===== src/rtl/mio_ram_arbiter_if.sv =====
// CPU/DMA request ports and RAM-side signals of the MIO data RAM arbiter.
// slave = arbiter view; master = requesters plus RAM model view.
interface mio_ram_arbiter_if #(
  parameter int ADDR_W = 10,
  parameter int DATA_W = 32
);
  logic              cpu_req;
  logic              cpu_we;
  logic [ADDR_W-1:0] cpu_addr;
  logic [DATA_W-1:0] cpu_wdata;
  logic              cpu_ack;
  logic [DATA_W-1:0] cpu_rdata;
  logic              cpu_stall;

  logic              dma_req;
  logic              dma_we;
  logic [ADDR_W-1:0] dma_addr;
  logic [DATA_W-1:0] dma_wdata;
  logic              dma_ack;
  logic [DATA_W-1:0] dma_rdata;

  logic [ADDR_W-1:0] ram_addr;
  logic [DATA_W-1:0] ram_data_in;
  logic              ram_we;
  logic [DATA_W-1:0] ram_data_out;
  logic              grant_dma;

  modport slave (
    input  cpu_req, cpu_we, cpu_addr, cpu_wdata,
    output cpu_ack, cpu_rdata, cpu_stall,
    input  dma_req, dma_we, dma_addr, dma_wdata,
    output dma_ack, dma_rdata,
    output ram_addr, ram_data_in, ram_we, grant_dma,
    input  ram_data_out
  );

  modport master (
    output cpu_req, cpu_we, cpu_addr, cpu_wdata,
    input  cpu_ack, cpu_rdata, cpu_stall,
    output dma_req, dma_we, dma_addr, dma_wdata,
    input  dma_ack, dma_rdata,
    input  ram_addr, ram_data_in, ram_we, grant_dma,
    output ram_data_out
  );
endinterface


===== src/rtl/mio_ram_arbiter.sv =====
// Shares one synchronous data RAM between CPU and DMA ports (fixed-priority or round-robin).
// Latency: request in IDLE at N -> RAM address at N+1, ack/rdata at N+2, next IDLE at N+3.
// Backpressure: a waiting port sees no ack (CPU also sees cpu_stall); requests sampled only in IDLE.
module mio_ram_arbiter #(
  parameter int ADDR_W       = 10,
  parameter int DATA_W       = 32,
  parameter int CPU_PRIORITY = 0
) (
  input logic               clk,
  input logic               rst,
  mio_ram_arbiter_if.slave  bus
);

  typedef enum logic [1:0] {IDLE, ADDR, DATA} state_t;

  state_t            state;
  logic              last_dma;
  logic              acc_we;
  logic              cpu_ack_q;
  logic              dma_ack_q;
  logic [DATA_W-1:0] cpu_hold;
  logic [DATA_W-1:0] dma_hold;
  logic [ADDR_W-1:0] ram_addr_q;
  logic [DATA_W-1:0] ram_din_q;
  logic              ram_we_q;
  logic              grant_dma_q;
  logic              pick_dma;

  // DMA wins when alone, or on a tie in round-robin mode when the CPU went last.
  assign pick_dma = bus.dma_req & (~bus.cpu_req | ((CPU_PRIORITY == 0) & ~last_dma));

  always_ff @(posedge clk or negedge rst) begin
    if (!rst) begin
      state       <= IDLE;
      last_dma    <= 1'b1;
      acc_we      <= 1'b0;
      cpu_ack_q   <= 1'b0;
      dma_ack_q   <= 1'b0;
      cpu_hold    <= '0;
      dma_hold    <= '0;
      ram_addr_q  <= '0;
      ram_din_q   <= '0;
      ram_we_q    <= 1'b0;
      grant_dma_q <= 1'b0;
    end else begin
      cpu_ack_q <= 1'b0;
      dma_ack_q <= 1'b0;
      case (state)
        IDLE: begin
          if (bus.cpu_req | bus.dma_req) begin
            ram_addr_q  <= pick_dma ? bus.dma_addr  : bus.cpu_addr;
            ram_din_q   <= pick_dma ? bus.dma_wdata : bus.cpu_wdata;
            ram_we_q    <= pick_dma ? bus.dma_we    : bus.cpu_we;
            acc_we      <= pick_dma ? bus.dma_we    : bus.cpu_we;
            grant_dma_q <= pick_dma;
            last_dma    <= pick_dma;
            state       <= ADDR;
          end else begin
            ram_we_q    <= 1'b0;
            grant_dma_q <= 1'b0;
          end
        end
        ADDR: begin
          ram_we_q <= 1'b0;
          if (grant_dma_q) dma_ack_q <= 1'b1;
          else             cpu_ack_q <= 1'b1;
          state <= DATA;
        end
        DATA: begin
          if (!acc_we) begin
            if (grant_dma_q) dma_hold <= bus.ram_data_out;
            else             cpu_hold <= bus.ram_data_out;
          end
          state <= IDLE;
        end
        default: state <= IDLE;
      endcase
    end
  end

  // Read data passes straight through in the ack cycle; otherwise the held value.
  assign bus.cpu_ack     = cpu_ack_q;
  assign bus.dma_ack     = dma_ack_q;
  assign bus.cpu_rdata   = (cpu_ack_q & ~acc_we) ? bus.ram_data_out : cpu_hold;
  assign bus.dma_rdata   = (dma_ack_q & ~acc_we) ? bus.ram_data_out : dma_hold;
  assign bus.cpu_stall   = bus.cpu_req & ~cpu_ack_q;
  assign bus.ram_addr    = ram_addr_q;
  assign bus.ram_data_in = ram_din_q;
  assign bus.ram_we      = ram_we_q;
  assign bus.grant_dma   = grant_dma_q;

endmodule


===== src/flat_wrapper.sv =====
// flat-port wrapper written by rule: the top's interface ports become plain ports
module mio_ram_arbiter_flat 
#(
  parameter int ADDR_W       = 10,
  parameter int DATA_W       = 32,
  parameter int CPU_PRIORITY = 0
)
  (clk, rst, bus_cpu_req, bus_cpu_we, bus_cpu_addr, bus_cpu_wdata, bus_cpu_ack, bus_cpu_rdata, bus_cpu_stall, bus_dma_req, bus_dma_we, bus_dma_addr, bus_dma_wdata, bus_dma_ack, bus_dma_rdata, bus_ram_addr, bus_ram_data_in, bus_ram_we, bus_grant_dma, bus_ram_data_out);
  mio_ram_arbiter_if #(.ADDR_W(ADDR_W), .DATA_W(DATA_W)) bus_i ();
  input logic clk;
  input logic rst;
  input wire logic [$bits(bus_i.cpu_req)-1:0] bus_cpu_req;
  input wire logic [$bits(bus_i.cpu_we)-1:0] bus_cpu_we;
  input wire logic [$bits(bus_i.cpu_addr)-1:0] bus_cpu_addr;
  input wire logic [$bits(bus_i.cpu_wdata)-1:0] bus_cpu_wdata;
  output wire logic [$bits(bus_i.cpu_ack)-1:0] bus_cpu_ack;
  output wire logic [$bits(bus_i.cpu_rdata)-1:0] bus_cpu_rdata;
  output wire logic [$bits(bus_i.cpu_stall)-1:0] bus_cpu_stall;
  input wire logic [$bits(bus_i.dma_req)-1:0] bus_dma_req;
  input wire logic [$bits(bus_i.dma_we)-1:0] bus_dma_we;
  input wire logic [$bits(bus_i.dma_addr)-1:0] bus_dma_addr;
  input wire logic [$bits(bus_i.dma_wdata)-1:0] bus_dma_wdata;
  output wire logic [$bits(bus_i.dma_ack)-1:0] bus_dma_ack;
  output wire logic [$bits(bus_i.dma_rdata)-1:0] bus_dma_rdata;
  output wire logic [$bits(bus_i.ram_addr)-1:0] bus_ram_addr;
  output wire logic [$bits(bus_i.ram_data_in)-1:0] bus_ram_data_in;
  output wire logic [$bits(bus_i.ram_we)-1:0] bus_ram_we;
  output wire logic [$bits(bus_i.grant_dma)-1:0] bus_grant_dma;
  input wire logic [$bits(bus_i.ram_data_out)-1:0] bus_ram_data_out;
  assign bus_i.cpu_req = bus_cpu_req;
  assign bus_i.cpu_we = bus_cpu_we;
  assign bus_i.cpu_addr = bus_cpu_addr;
  assign bus_i.cpu_wdata = bus_cpu_wdata;
  assign bus_cpu_ack = bus_i.cpu_ack;
  assign bus_cpu_rdata = bus_i.cpu_rdata;
  assign bus_cpu_stall = bus_i.cpu_stall;
  assign bus_i.dma_req = bus_dma_req;
  assign bus_i.dma_we = bus_dma_we;
  assign bus_i.dma_addr = bus_dma_addr;
  assign bus_i.dma_wdata = bus_dma_wdata;
  assign bus_dma_ack = bus_i.dma_ack;
  assign bus_dma_rdata = bus_i.dma_rdata;
  assign bus_ram_addr = bus_i.ram_addr;
  assign bus_ram_data_in = bus_i.ram_data_in;
  assign bus_ram_we = bus_i.ram_we;
  assign bus_grant_dma = bus_i.grant_dma;
  assign bus_i.ram_data_out = bus_ram_data_out;
  mio_ram_arbiter #(.ADDR_W(ADDR_W), .DATA_W(DATA_W), .CPU_PRIORITY(CPU_PRIORITY)) u_core (.clk(clk), .rst(rst), .bus(bus_i));
endmodule

===== config.mk =====
export PLATFORM = sky130hd
export DESIGN_NAME = mio_ram_arbiter_flat
export DESIGN_NICKNAME = d
export VERILOG_FILES = /design/src/rtl/mio_ram_arbiter_if.sv /design/src/rtl/mio_ram_arbiter.sv /design/src/flat_wrapper.sv
export SDC_FILE = /design/constraint.sdc
export NUM_CORES = 1
export LEC_CHECK = 0
export BUFFER_PORTS_ARGS = -buffer_cell sky130_fd_sc_hd__buf_4
export CAP_MARGIN = 0
export CORE_AREA = 4 4 115 117
export DETAILED_ROUTE_END_ITERATION = 10
export DIE_AREA = 0 0 119 121
export GPL_ROUTABILITY_DRIVEN = 0
export GPL_TIMING_DRIVEN = 1
export PLACE_DENSITY = 0.79
export SETUP_SLACK_MARGIN = 0.5
export SLEW_MARGIN = 10
export SYNTH_ARGS = -nofsm -noshare
export SYNTH_HDL_FRONTEND = slang
export SYNTH_SLANG_ARGS = --single-unit

===== constraint.sdc =====
create_clock -name clk -period 1.85 [get_ports clk]
set_input_delay 0.0925 -clock clk [delete_from_list [all_inputs] [get_ports clk]]
set_output_delay 0.0925 -clock clk [all_outputs]
set_load 0.1 [all_outputs]

==> Yosys cells after proc, flatten, opt, wreduce, memory -nomap -nowiden <==
Index checks and enable logic that the tools add are counted.
{ "classes": {"eq_ne": 3, "muxes": 14, "bitwise_logic": 11, "reduce_logical": 5} }
{ "op_table": {"columns": ["op", "count"], "rows": [
  ["$mux W32", 3],
  ["$mux W10", 1],
  ["$mux W1", 7],
  ["$reduce_and A3 Y1", 2],
  ["$not A1 Y1", 5],
  ["$and A1 B1 Y1", 4],
  ["$pmux W2 S2", 1],
  ["$eq A2 B1 Y1 const B", 1],
  ["$eq A2 B2 Y1 const B", 1],
  ["$logic_not A2 Y1", 1],
  ["$mux W2", 1],
  ["$ne A2 B1 Y1 const B", 1],
  ["$or A1 B1 Y1", 2],
  ["$pmux W1 S2", 1],
  ["$reduce_and A2 Y1", 1],
  ["$reduce_bool A2 Y1", 1]
]} }
{ "word_totals": {"register_bits": 114, "in_bits": 122, "out_inout_bits": 111, "word_cells": 44} }

==> Depth between registers and ports, before layout <==
Gate-level depths: netlist of run 1.
{ "depth": {"depth_word": 6, "mapped_depth": 5, "ltp_nobuf": 4} }

==> Least setup slack after synthesis of run 1 <==
No wires, ideal clock.
{ "synth_timing": {"path_type": "register -> output", "from": "reg u_core.cpu_ack_q, in the netlist u_core.bus.cpu_ack", "to": "out bus_cpu_stall", "arrival_time_ps": 2222, "t_required_ps": 1757, "path_slack_ps": -465, "stages_incl_launch_ff": 2, "n_path_buf": 0, "path_cell_list": "dfrtp_1 -> nor2b_1"} }
{ "synth_between": {"elab_chain_len": 2} }
{ "synth_rtl": {"columns": ["element", "line", "source"], "rows": [
  ["from (decl)", "mio_ram_arbiter.sv:19", "logic cpu_ack_q;"],
  ["from (signal assigned)", "mio_ram_arbiter.sv:37", "cpu_ack_q <= 1'b0;"],
  ["from (signal assigned)", "mio_ram_arbiter.sv:46", "cpu_ack_q <= 1'b0;"],
  ["from (signal assigned)", "mio_ram_arbiter.sv:66", "else cpu_ack_q <= 1'b1;"],
  ["$not A1 Y1", "mio_ram_arbiter.sv:86", "assign bus.cpu_stall = bus.cpu_req & ~cpu_ack_q;"],
  ["$and A1 B1 Y1", "mio_ram_arbiter.sv:86", null],
  ["to (decl)", "flat_wrapper.sv:18", "output wire logic [$bits(bus_i.cpu_stall)-1:0] bus_cpu_stall;"]
]} }
Every way passes these cells.

==> Worst setup path in the final report of run 1 <==
{ "layout_timing": {"from": "reg u_core.dma_ack_q, in the netlist u_core.bus.dma_ack", "to": "out bus_dma_rdata[17]"} }
{ "layout_between": {"elab_chain_len": 2} }
{ "layout_rtl": {"columns": ["element", "line", "source"], "rows": [
  ["from (decl)", "mio_ram_arbiter.sv:20", "logic dma_ack_q;"],
  ["from (signal assigned)", "mio_ram_arbiter.sv:38", "dma_ack_q <= 1'b0;"],
  ["from (signal assigned)", "mio_ram_arbiter.sv:47", "dma_ack_q <= 1'b0;"],
  ["from (signal assigned)", "mio_ram_arbiter.sv:65", "if (grant_dma_q) dma_ack_q <= 1'b1;"],
  ["$and A1 B1 Y1", "mio_ram_arbiter.sv:85", "assign bus.dma_rdata = (dma_ack_q & ~acc_we) ? bus.ram_data_out : dma_hold;"],
  ["$mux W32", "mio_ram_arbiter.sv:85", null],
  ["to (decl)", "flat_wrapper.sv:24", "output wire logic [$bits(bus_i.dma_rdata)-1:0] bus_dma_rdata;"]
]} }
Every way passes these cells.

==> results of run 1 <==
==> worst max-delay path by stage <==
stage | startpoint | to | depth (start not counted)
2_1_floorplan | u_core.bus.grant_dma$_DFFE_PN0P_ | u_core.cpu_hold[10]$_DFFE_PN0P_ | 3
3_3_place_gp | u_core.last_dma$_DFFE_PN1P_ | u_core.bus.ram_data_in[12]$_DFFE_PN0P_ | 4
3_5_place_dp | u_core.last_dma$_DFFE_PN1P_ | u_core.bus.ram_addr[2]$_DFFE_PN0P_ | 4
4_1_cts | u_core.bus.dma_ack$_DFF_PN0_ | bus_dma_rdata[25] | 4
5_1_grt | u_core.bus.dma_ack$_DFF_PN0_ | bus_dma_rdata[17] | 4
6_report | u_core.bus.dma_ack$_DFF_PN0_ | bus_dma_rdata[17] | 4
==> area by class of cell <==
| cell class | instances | area (µm²) | share of cell area |
|---|---|---|---|
| Clock buffer | 20 | 457 | 0.0410 |
| Multi-Input combinational cell | 232 | 3420 | 0.307 |
| Inverter | 2 | 12.5 | 0.00112 |
| Timing Repair Buffer | 331 | 4000 | 0.360 |
| Tap cell | 172 | 215 | 0.0193 |
| Clock inverter | 11 | 160 | 0.0144 |
| Sequential cell | 114 | 2870 | 0.258 |
==> state kept, by name (all words and copies together), names as in the netlist <==
name,cells
u_core.acc_we,1
u_core.bus.cpu_ack,1
u_core.bus.dma_ack,1
u_core.bus.grant_dma,1
u_core.bus.ram_addr,10
u_core.bus.ram_data_in,32
u_core.bus.ram_we,1
u_core.cpu_hold,32
u_core.dma_hold,32
u_core.last_dma,1
u_core.state,2
==> through the flow <==
stage | hold slack [ns] | utilization | std cells | setup TNS, ns
global route | 0.00717 | 0.901 | 882 | -0.420
detailed placement | 0.120 | 0.672 | 770 | 0
global placement | 0.111 | 0.672 | 770 | 0
floorplan | -0.203 | - | 369 | 0
finish | 0.00685 | 0.901 | 882 | -0.0600
CTS | 0.00307 | 0.851 | 871 | 0
==> logic make-up after synthesis <==
| group | after synthesis |
|---|---|
| AOI/OAI and AO/OA | 7 |
| buffers and inverters | 24 |
| DFF | 114 |
| muxes | 214 |
| and+or+nand+nor | 10 |
==> cell usage after synthesis <==
library cell    n
a21bo_1         1
a21oi_1         1
a31oi_1         1
and2_1          1
and4bb_2        1
buf_2           9
buf_4           4
buf_6           4
buf_8           4
clkbuf_2        1
dfrtp_1       113
dfstp_2         1
inv_1           1
inv_2           1
mux2_1          6
mux2_2        130
mux2_4         76
mux2i_1         2
nand2_1         3
nor2_1          1
nor2b_1         3
nor4b_4         1
o21ai_0         3
o31ai_1         1
==> routing by layer <==
| metal | share of wire | up-vias |
|---|---|---|
| li1 | - | 1996 |
| met1 | 0.38 | 2370 |
| met2 | 0.53 | 252 |
| met3 | 0.058 | 49 |
| met4 | 0.031 | 0 |
| met5 | 0 | - |
==> repair_timing <==
| action | in CTS | in global routing |
|---|---|---|
| setup buffers | 25 | 6 |
| gates cloned | 11 | 4 |
| setup endpoints to repair | 174 | 176 |
| resized for setup | 185 | 114 |
| pin swaps | 3 | 6 |
| hold buffers | 34 | 1 |
| hold endpoints to repair | 104 | 1 |
==> worst register-to-register path, cell delays in order (launching register included) <==
cell and delay, ns:
dfrtp_2 0.43, buf_6 0.13, nor4b_4 0.33, buf_4 0.20, buf_6 0.13, buf_8 0.14
mux2_4 0.31
==> results.py, run 1 <==
metrics = {
    "status": {
        "status": "finished with violations",
        "violations": "negative setup slack",
    },
    "grt": {
        "grt_max_degree": 44,
        "grtUsageTotal": 0.277,
        "grt_pass1_wl_um": 30600,
        "use_met1": 0.319,
        "grt_use_met2": 0.511,
        "overflow": 0,
        "antenna_found_initial": 0,
        "grt_pass1_vias": 5258,
        "grt_use_met3": 0.0657,
        "busiest_layer": "met2",
    },
    "clock_network": {
        "clkLatencyLatePin_ns": 0.41,
        "cts.sinks": 114,
        "cts-root-buf": "clkbuf_16",
        "clockBufferDepth": 2,
        "cts_tree": "built",
        "cts.clk_slew.worst_paths_ns": 0.06,
        "cts_htree_levels": 4,
        "cts-buffers-inserted": 17,
    },
    "critical_path": {
        "rr_worst_depth": 6,
        "crit_chain": "nand2_8, clkbuf_16, mux2_4, buf_12",
        "reg2reg_from": "u_core.acc_we$_DFFE_PN0P_",
        "worstPathRequired_ns": 1.76,
        "endpoint_kind": "output pin",
        "max_stage_delay_ns": 0.53,
        "worstSetupPathType": "register to output pin",
        "crit_arrival_ns": 1.78,
        "path_buf_inv": 2,
        "cp-start-kind": "register",
        "r2r-end": "u_core.cpu_hold[14]$_DFFE_PN0P_",
        "slowest_stage": "dfrtp_4",
        "cp_top_family": "flip-flops",
        "reg2reg_setup_slack_ns": 0.07,
        "crit_fanout": 8,
    },
    "logic_synthesis": {
        "synth-seq-area-share": 0.487,
        "synth_cell_type_count": 24,
        "synthTopCellsByArea": "dfrtp_1, mux2_2, mux2_4, mux2_1, buf_8",
        "synth_cells": 369,
        "syn_area_per_cell_um2": 15.9,
        "synth_compound_area_frac": 0.00747,
        "synth-seq-cells": 114,
        "yosysWarnings": 0,
        "synthAdderAreaFrac": 0,
        "synth_area_mm2": 0.00586,
        "synthMuxAreaShare": 0.460,
        "synth-xor-area-share": 0,
        "yosys.area.top_type_share": 0.483,
        "synth_top_family_by_area": "multiplexers",
        "yosys.area_share.simple": 0.0130,
        "synth_nets": 491,
        "synth_top_area_cell": "dfrtp_1",
    },
    "final_layout": {
        "final_common_cell": "mux2_4",
        "antenna_cells": 0,
        "num-fill-cells": 455,
        "nets": 820,
        "mostFrequentLayoutCells": "mux2_4, buf_4, dfrtp_1, buf_12, dlygate4sd3_1",
        "drive_gt1_frac": 0.783,
        "syn_to_final_growth_pct": 90.0,
        "design_area_mm2": 0.0111,
    },
    "worst_hold_path": {
        "hp-start": "bus_dma_we",
        "hp-class": "input port to register",
        "whs_path_depth": 3,
        "min_to": "u_core.bus.ram_we$_DFFE_PN0P_",
    },
    "timing": {
        "fin_ws_ns": -0.0209,
        "period_share": 1.01,
        "grt_setup_unrepaired": "yes",
        "fin_crit_ns": 1.87,
        "relSlewSlack": 0.600,
        "final_max_slew_viol_count": 0,
        "worst_slew_pin_slew_ns": 0.600,
        "max_freq_mhz": 534,
        "setup_viol": 7,
        "fin_skew_ns": 0.0110,
        "hold_viol": 0,
    },
    "die": {
        "pin_count": 233,
        "start_util": 0.474,
        "dieArea_mm2": 0.0144,
        "die_x_um": 119,
        "fp.dieH_um": 121,
        "core_area_mm2": 0.0124,
        "rows": 41,
    },
    "route": {
        "drc": 0,
        "vias": 4667,
        "wl_per_cell_um": 26.1,
        "drt-total-wl_um": 23100,
        "drt_iter0_drc": 306,
        "postRouteAntennaNets": 0,
        "viasPerCell": 5.29,
        "drtPass1Iterations": 4,
    },
    "placement": {
        "place.detailed.hpwl_um": 11100,
        "place_ws_ns": 0.150,
        "dpl_cell_area_mm2": 0.00831,
        "port_buffers": 232,
    },
    "flow_run": {
        "max-cap-violations": 0,
    },
}
Power of run 1 is left out: the tool's default activity adds up to more than one toggle a clock period on the data nets, which glitch-free logic cannot reach.
==> inputs of run 2 (changes only) <==
- MAX_ROUTING_LAYER: unset -> met4
==> run 2 against run 1 <==
  * The flow still finishes with violations (negative setup slack)
  * Via count up 0.54%
  * Sequential share of layout area stayed put
  * First-iteration DRC count shrank 14%
  * Final area stayed put
  * Die area unchanged
  * Worst setup slack improved by 0.0041 ns
  * Critical path depth unchanged
  * Wire length increased by 0.27%
  * Non-clock buffer count stayed put
  * Global-route usage increased by 0.72 points
  * Critical path type unchanged
  * Highest routed layer unchanged
==> results.py, run 2 (synthesis results as in run 1) <==
metrics = {
    "placement": {
        "port_buffers": 232,
        "place.detailed.hpwl_um": 11100,
        "place_ws_ns": 0.150,
    },
    "critical_path": {
        "crit_arrival_ns": 1.77,
        "cp-start-kind": "register",
        "reg2reg_from": "u_core.acc_we$_DFFE_PN0P_",
        "worstSetupPathType": "register to output pin",
        "worstPathRequired_ns": 1.76,
        "rr_worst_depth": 6,
        "endpoint_kind": "output pin",
        "r2r-end": "u_core.cpu_hold[14]$_DFFE_PN0P_",
        "reg2reg_setup_slack_ns": 0.07,
        "crit_fanout": 8,
    },
    "route": {
        "viasPerCell": 5.32,
        "drc": 0,
        "postRouteAntennaNets": 0,
        "drt_iter0_drc": 263,
        "wl_per_cell_um": 26.2,
        "drt-total-wl_um": 23100,
        "vias": 4692,
        "drtPass1Iterations": 5,
    },
    "clock_network": {
        "clkLatencyLatePin_ns": 0.41,
        "cts.clk_slew.worst_paths_ns": 0.06,
        "cts-buffers-inserted": 17,
        "cts.sinks": 114,
        "cts_tree": "built",
        "cts-root-buf": "clkbuf_16",
        "clockBufferDepth": 2,
        "cts_htree_levels": 4,
    },
    "grt": {
        "grtUsageTotal": 0.284,
        "grt_pass1_wl_um": 30500,
        "overflow": 0,
        "grt_max_degree": 44,
        "grt_pass1_vias": 5257,
        "antenna_found_initial": 0,
    },
    "timing": {
        "hold_viol": 0,
        "max_freq_mhz": 536,
        "fin_skew_ns": 0.0130,
        "grt_setup_unrepaired": "yes",
        "period_share": 1.01,
        "fin_crit_ns": 1.87,
        "worst_slew_pin_slew_ns": 0.610,
        "fin_ws_ns": -0.0168,
        "final_max_slew_viol_count": 0,
        "setup_viol": 7,
        "holdWs_ns": 0.00775,
        "relSlewSlack": 0.594,
    },
    "final_layout": {
        "antenna_cells": 0,
        "final_common_cell": "mux2_4",
        "syn_to_final_growth_pct": 90.0,
        "nets": 820,
        "mostFrequentLayoutCells": "mux2_4, buf_4, dfrtp_1, buf_12, dlygate4sd3_1",
        "drive_gt1_frac": 0.783,
    },
    "die": {
        "rows": 41,
        "pin_count": 233,
        "die_x_um": 119,
        "start_util": 0.474,
        "core_area_mm2": 0.0124,
        "fp.dieH_um": 121,
        "dieArea_mm2": 0.0144,
    },
    "flow_run": {
        "max-cap-violations": 0,
    },
    "worst_hold_path": {
        "whs_path_depth": 3,
        "hp-class": "input port to register",
        "min_to": "u_core.bus.ram_we$_DFFE_PN0P_",
        "hp-start": "bus_dma_we",
    },
    "status": {
        "violations": "negative setup slack",
        "status": "finished with violations",
    },
}
run 2: cell counts in the layout (fill, tap and decap cells not counted):
No cell type changed its count.
run 2: cell type report:
cell class                 count  area [µm²]
multi-input combinational    232        3420
inverter                       2        12.5
sequential                   114        2870
tap                          172         215
fill                         455        1230
timing repair buffer         331        4000
clock buffer                  20         457
clock inverter                11         160
run 2: how the worst max path moves through the flow:
| stage | end | depth (start not counted) | from | slack, ns |
|---|---|---|---|---|
| floorplan | u_core.cpu_hold[10]$_DFFE_PN0P_ | 3 | u_core.bus.grant_dma$_DFFE_PN0P_ | 0.21 |
| global placement | u_core.bus.ram_data_in[12]$_DFFE_PN0P_ | 4 | u_core.last_dma$_DFFE_PN1P_ | 0.21 |
| detailed placement | u_core.bus.ram_addr[2]$_DFFE_PN0P_ | 4 | u_core.last_dma$_DFFE_PN1P_ | 0.15 |
| CTS | bus_dma_rdata[25] | 4 | u_core.bus.dma_ack$_DFF_PN0_ | 0.002 |
| global route | bus_dma_rdata[17] | 4 | u_core.bus.dma_ack$_DFF_PN0_ | -0.04 |
| finish | bus_dma_rdata[17] | 4 | u_core.bus.dma_ack$_DFF_PN0_ | -0.02 |
run 2: what timing repair did:
| action | CTS | global route |
|---|---|---|
| setup buffers | 25 | 6 |
| setup endpoints to repair | 174 | 176 |
| hold buffers | 34 | 1 |
| cloned | 11 | 4 |
| pin swaps | 3 | 6 |
| endpoints found under the hold margin | 104 | 1 |
| gates resized for setup | 185 | 114 |
run 2: worst max-delay path: stages (launching register included):
cell and delay, ns:
dfrtp_4 0.53, nand2_8 0.14, clkbuf_16 0.18, mux2_4 0.33, buf_12 0.17
run 2: stage by stage:
step	instances	util	TNS (ns)	area [µm²]
CTS	871	0.851	0	10500
floorplan	369	-	0	6340
detailed placement	770	0.672	0	8310
finish	882	0.901	-0.0471	11100
global route	882	0.901	-0.396	11100
global placement	770	0.672	0	8310
run 2: metal layers:
layer	wire length, µm	vias to the layer above	global-route usage
met2	12400	267	0.513
met5	0	-	-
met4	701	0	0.0775
met3	1390	51	0.0583
met1	8650	2375	0.322
li1	-	1999	-
Power of run 2 is left out for the same reason.
==> inputs of run 3 (changes only) <==
- SETUP_SLACK_MARGIN: 0.5 -> 0.3
==> run 3 against run 2 <==
  * The flow still finishes with violations (negative setup slack)
  * Fmax is 2.4% lower
  * Die area unchanged
  * Worst setup slack worse by 0.046 ns
  * Count of clock-buffer cells in the layout up 2
  * Wire length fell by 1.6%
  * Flip-flop and latch count unchanged
  * Critical path type unchanged
  * Highest routed layer unchanged
==> results.py, run 3 (synthesis results as in run 1) <==
metrics = {
    "final_layout": {
        "nets": 813,
        "drive_gt1_frac": 0.780,
        "multi_input_area_mm2": 0.00338,
        "antenna_cells": 0,
        "design_area_mm2": 0.0110,
        "syn_to_final_growth_pct": 88.4,
        "num-fill-cells": 461,
        "mostFrequentLayoutCells": "mux2_4, buf_4, dfrtp_1, buf_12, dlygate4sd3_1",
        "seq_area_mm2": 0.00287,
        "final_common_cell": "mux2_4",
        "final_util": 0.893,
        "fin_cells": 875,
    },
    "placement": {
        "dp_cells": 767,
        "place.detailed.hpwl_um": 10400,
        "dpl_cell_area_mm2": 0.00821,
        "port_buffers": 232,
        "place_ws_ns": 0.0965,
    },
    "critical_path": {
        "crit_chain": "inv_4, nand2_8, buf_16, mux2_4, buf_12",
        "crit_arrival_ns": 1.82,
        "crit_fanout": 10,
        "cp-start-kind": "register",
        "endpoint_kind": "output pin",
        "worstSetupPathType": "register to output pin",
        "worstPathRequired_ns": 1.76,
        "slowest_stage": "dfrtp_1",
        "max_stage_delay_ns": 0.44,
        "r2r-end": "u_core.cpu_hold[0]$_DFFE_PN0P_",
        "cp_top_family": "buffers and inverters",
        "reg2reg_from": "u_core.acc_we$_DFFE_PN0P_",
        "reg2reg_setup_slack_ns": -0.05,
        "path_buf_inv": 3,
        "rr_worst_depth": 7,
        "cp_num_cells": 5,
    },
    "timing": {
        "fin_crit_ns": 1.91,
        "max_freq_mhz": 523,
        "setup_viol": 81,
        "period_share": 1.03,
        "relSlewSlack": 0.626,
        "fin_ws_ns": -0.0629,
        "fin_skew_ns": 0.0121,
        "hold_viol": 0,
        "grt_setup_unrepaired": "yes",
        "final_max_slew_viol_count": 0,
        "worst_slew_pin_slew_ns": 0.561,
    },
    "route": {
        "drt-total-wl_um": 22800,
        "viasPerCell": 5.27,
        "drtPass1Iterations": 4,
        "vias": 4614,
        "drt_iter0_drc": 253,
        "wl_per_cell_um": 26.0,
        "drc": 0,
        "postRouteAntennaNets": 0,
    },
    "worst_hold_path": {
        "whs_path_depth": 3,
        "min_to": "u_core.bus.ram_we$_DFFE_PN0P_",
        "hp-class": "input port to register",
        "hp-start": "bus_dma_we",
    },
    "grt": {
        "grt_pass1_vias": 5163,
        "grtUsageTotal": 0.284,
        "overflow": 0,
        "antenna_found_initial": 0,
        "grt_use_met3": 0.0713,
        "grt_use_met2": 0.486,
        "use_met1": 0.322,
        "busiest_layer": "met2",
        "grt_pass1_wl_um": 30100,
        "grt_max_degree": 45,
    },
    "status": {
        "status": "finished with violations",
        "violations": "negative setup slack",
    },
    "clock_network": {
        "cts.sinks": 114,
        "cts-root-buf": "clkbuf_16",
        "clockBufferDepth": 2,
        "cts_htree_levels": 4,
        "cts-buffers-inserted": 17,
        "cts.clk_slew.worst_paths_ns": 0.05,
        "cts_tree": "built",
        "clkLatencyLatePin_ns": 0.42,
    },
    "die": {
        "start_util": 0.474,
        "die_x_um": 119,
        "rows": 41,
        "fp.dieH_um": 121,
        "core_area_mm2": 0.0124,
        "dieArea_mm2": 0.0144,
        "pin_count": 233,
    },
    "flow_run": {
        "max-cap-violations": 0,
    },
}
==> run 3: what timing repair did <==
item / in CTS / in global routing
setup endpoints to repair: 127 / 172
gates cloned: 10 / 11
setup buffers: 14 / 7
pin swaps: 3 / 2
hold buffers: 35 / 0
gates resized for setup: 271 / 20
hold endpoints to repair: 101 / 0
==> run 3: through the flow <==
stage	hold WS (ns)	TNS (ns)
after floorplan	-0.203	0
after global placement	0.0936	0
after detailed placement	0.103	0
after CTS	0.0240	-0.0388
after global routing	0.0245	-4.01
final	0.0338	-2.55
==> run 3: how the worst max path moves through the flow <==
stage / startpoint / slack (ns) / end
finish: u_core.acc_we$_DFFE_PN0P_ / -0.06 / bus_dma_rdata[12]
global route: u_core.acc_we$_DFFE_PN0P_ / -0.08 / bus_dma_rdata[12]
CTS: u_core.bus.cpu_ack$_DFF_PN0_ / -0.01 / bus_cpu_rdata[0]
detailed placement: u_core.state[1]$_DFFE_PN0P_ / 0.1 / u_core.bus.ram_addr[7]$_DFFE_PN0P_
global placement: u_core.last_dma$_DFFE_PN1P_ / 0.15 / u_core.bus.ram_addr[6]$_DFFE_PN0P_
floorplan: u_core.bus.grant_dma$_DFFE_PN0P_ / 0.21 / u_core.cpu_hold[10]$_DFFE_PN0P_
==> run 3: tightest hold or removal path: stages <==
cell,delay [ns]
buf_4,0.08
mux2i_2,0.08
o21ai_0,0.14
==> run 3: per-layer routing <==
layer / part of all wire / wire [µm] / vias to the layer above
met4: 0.028 / 637 / 0
met2: 0.53 / 12000 / 229
li1: - / - / 1990
met1: 0.39 / 8800 / 2355
met5: 0 / 0 / -
met3: 0.057 / 1300 / 40
==> run 3: area by class of cell <==
cell class,instances,area share
sequential,114,0.260
timing repair buffer,325,0.358
inverter,2,0.000907
clock buffer,22,0.0439
clock inverter,9,0.0117
tap,172,0.0195
multi-input combinational,231,0.306
Power of run 3 is left out for the same reason.
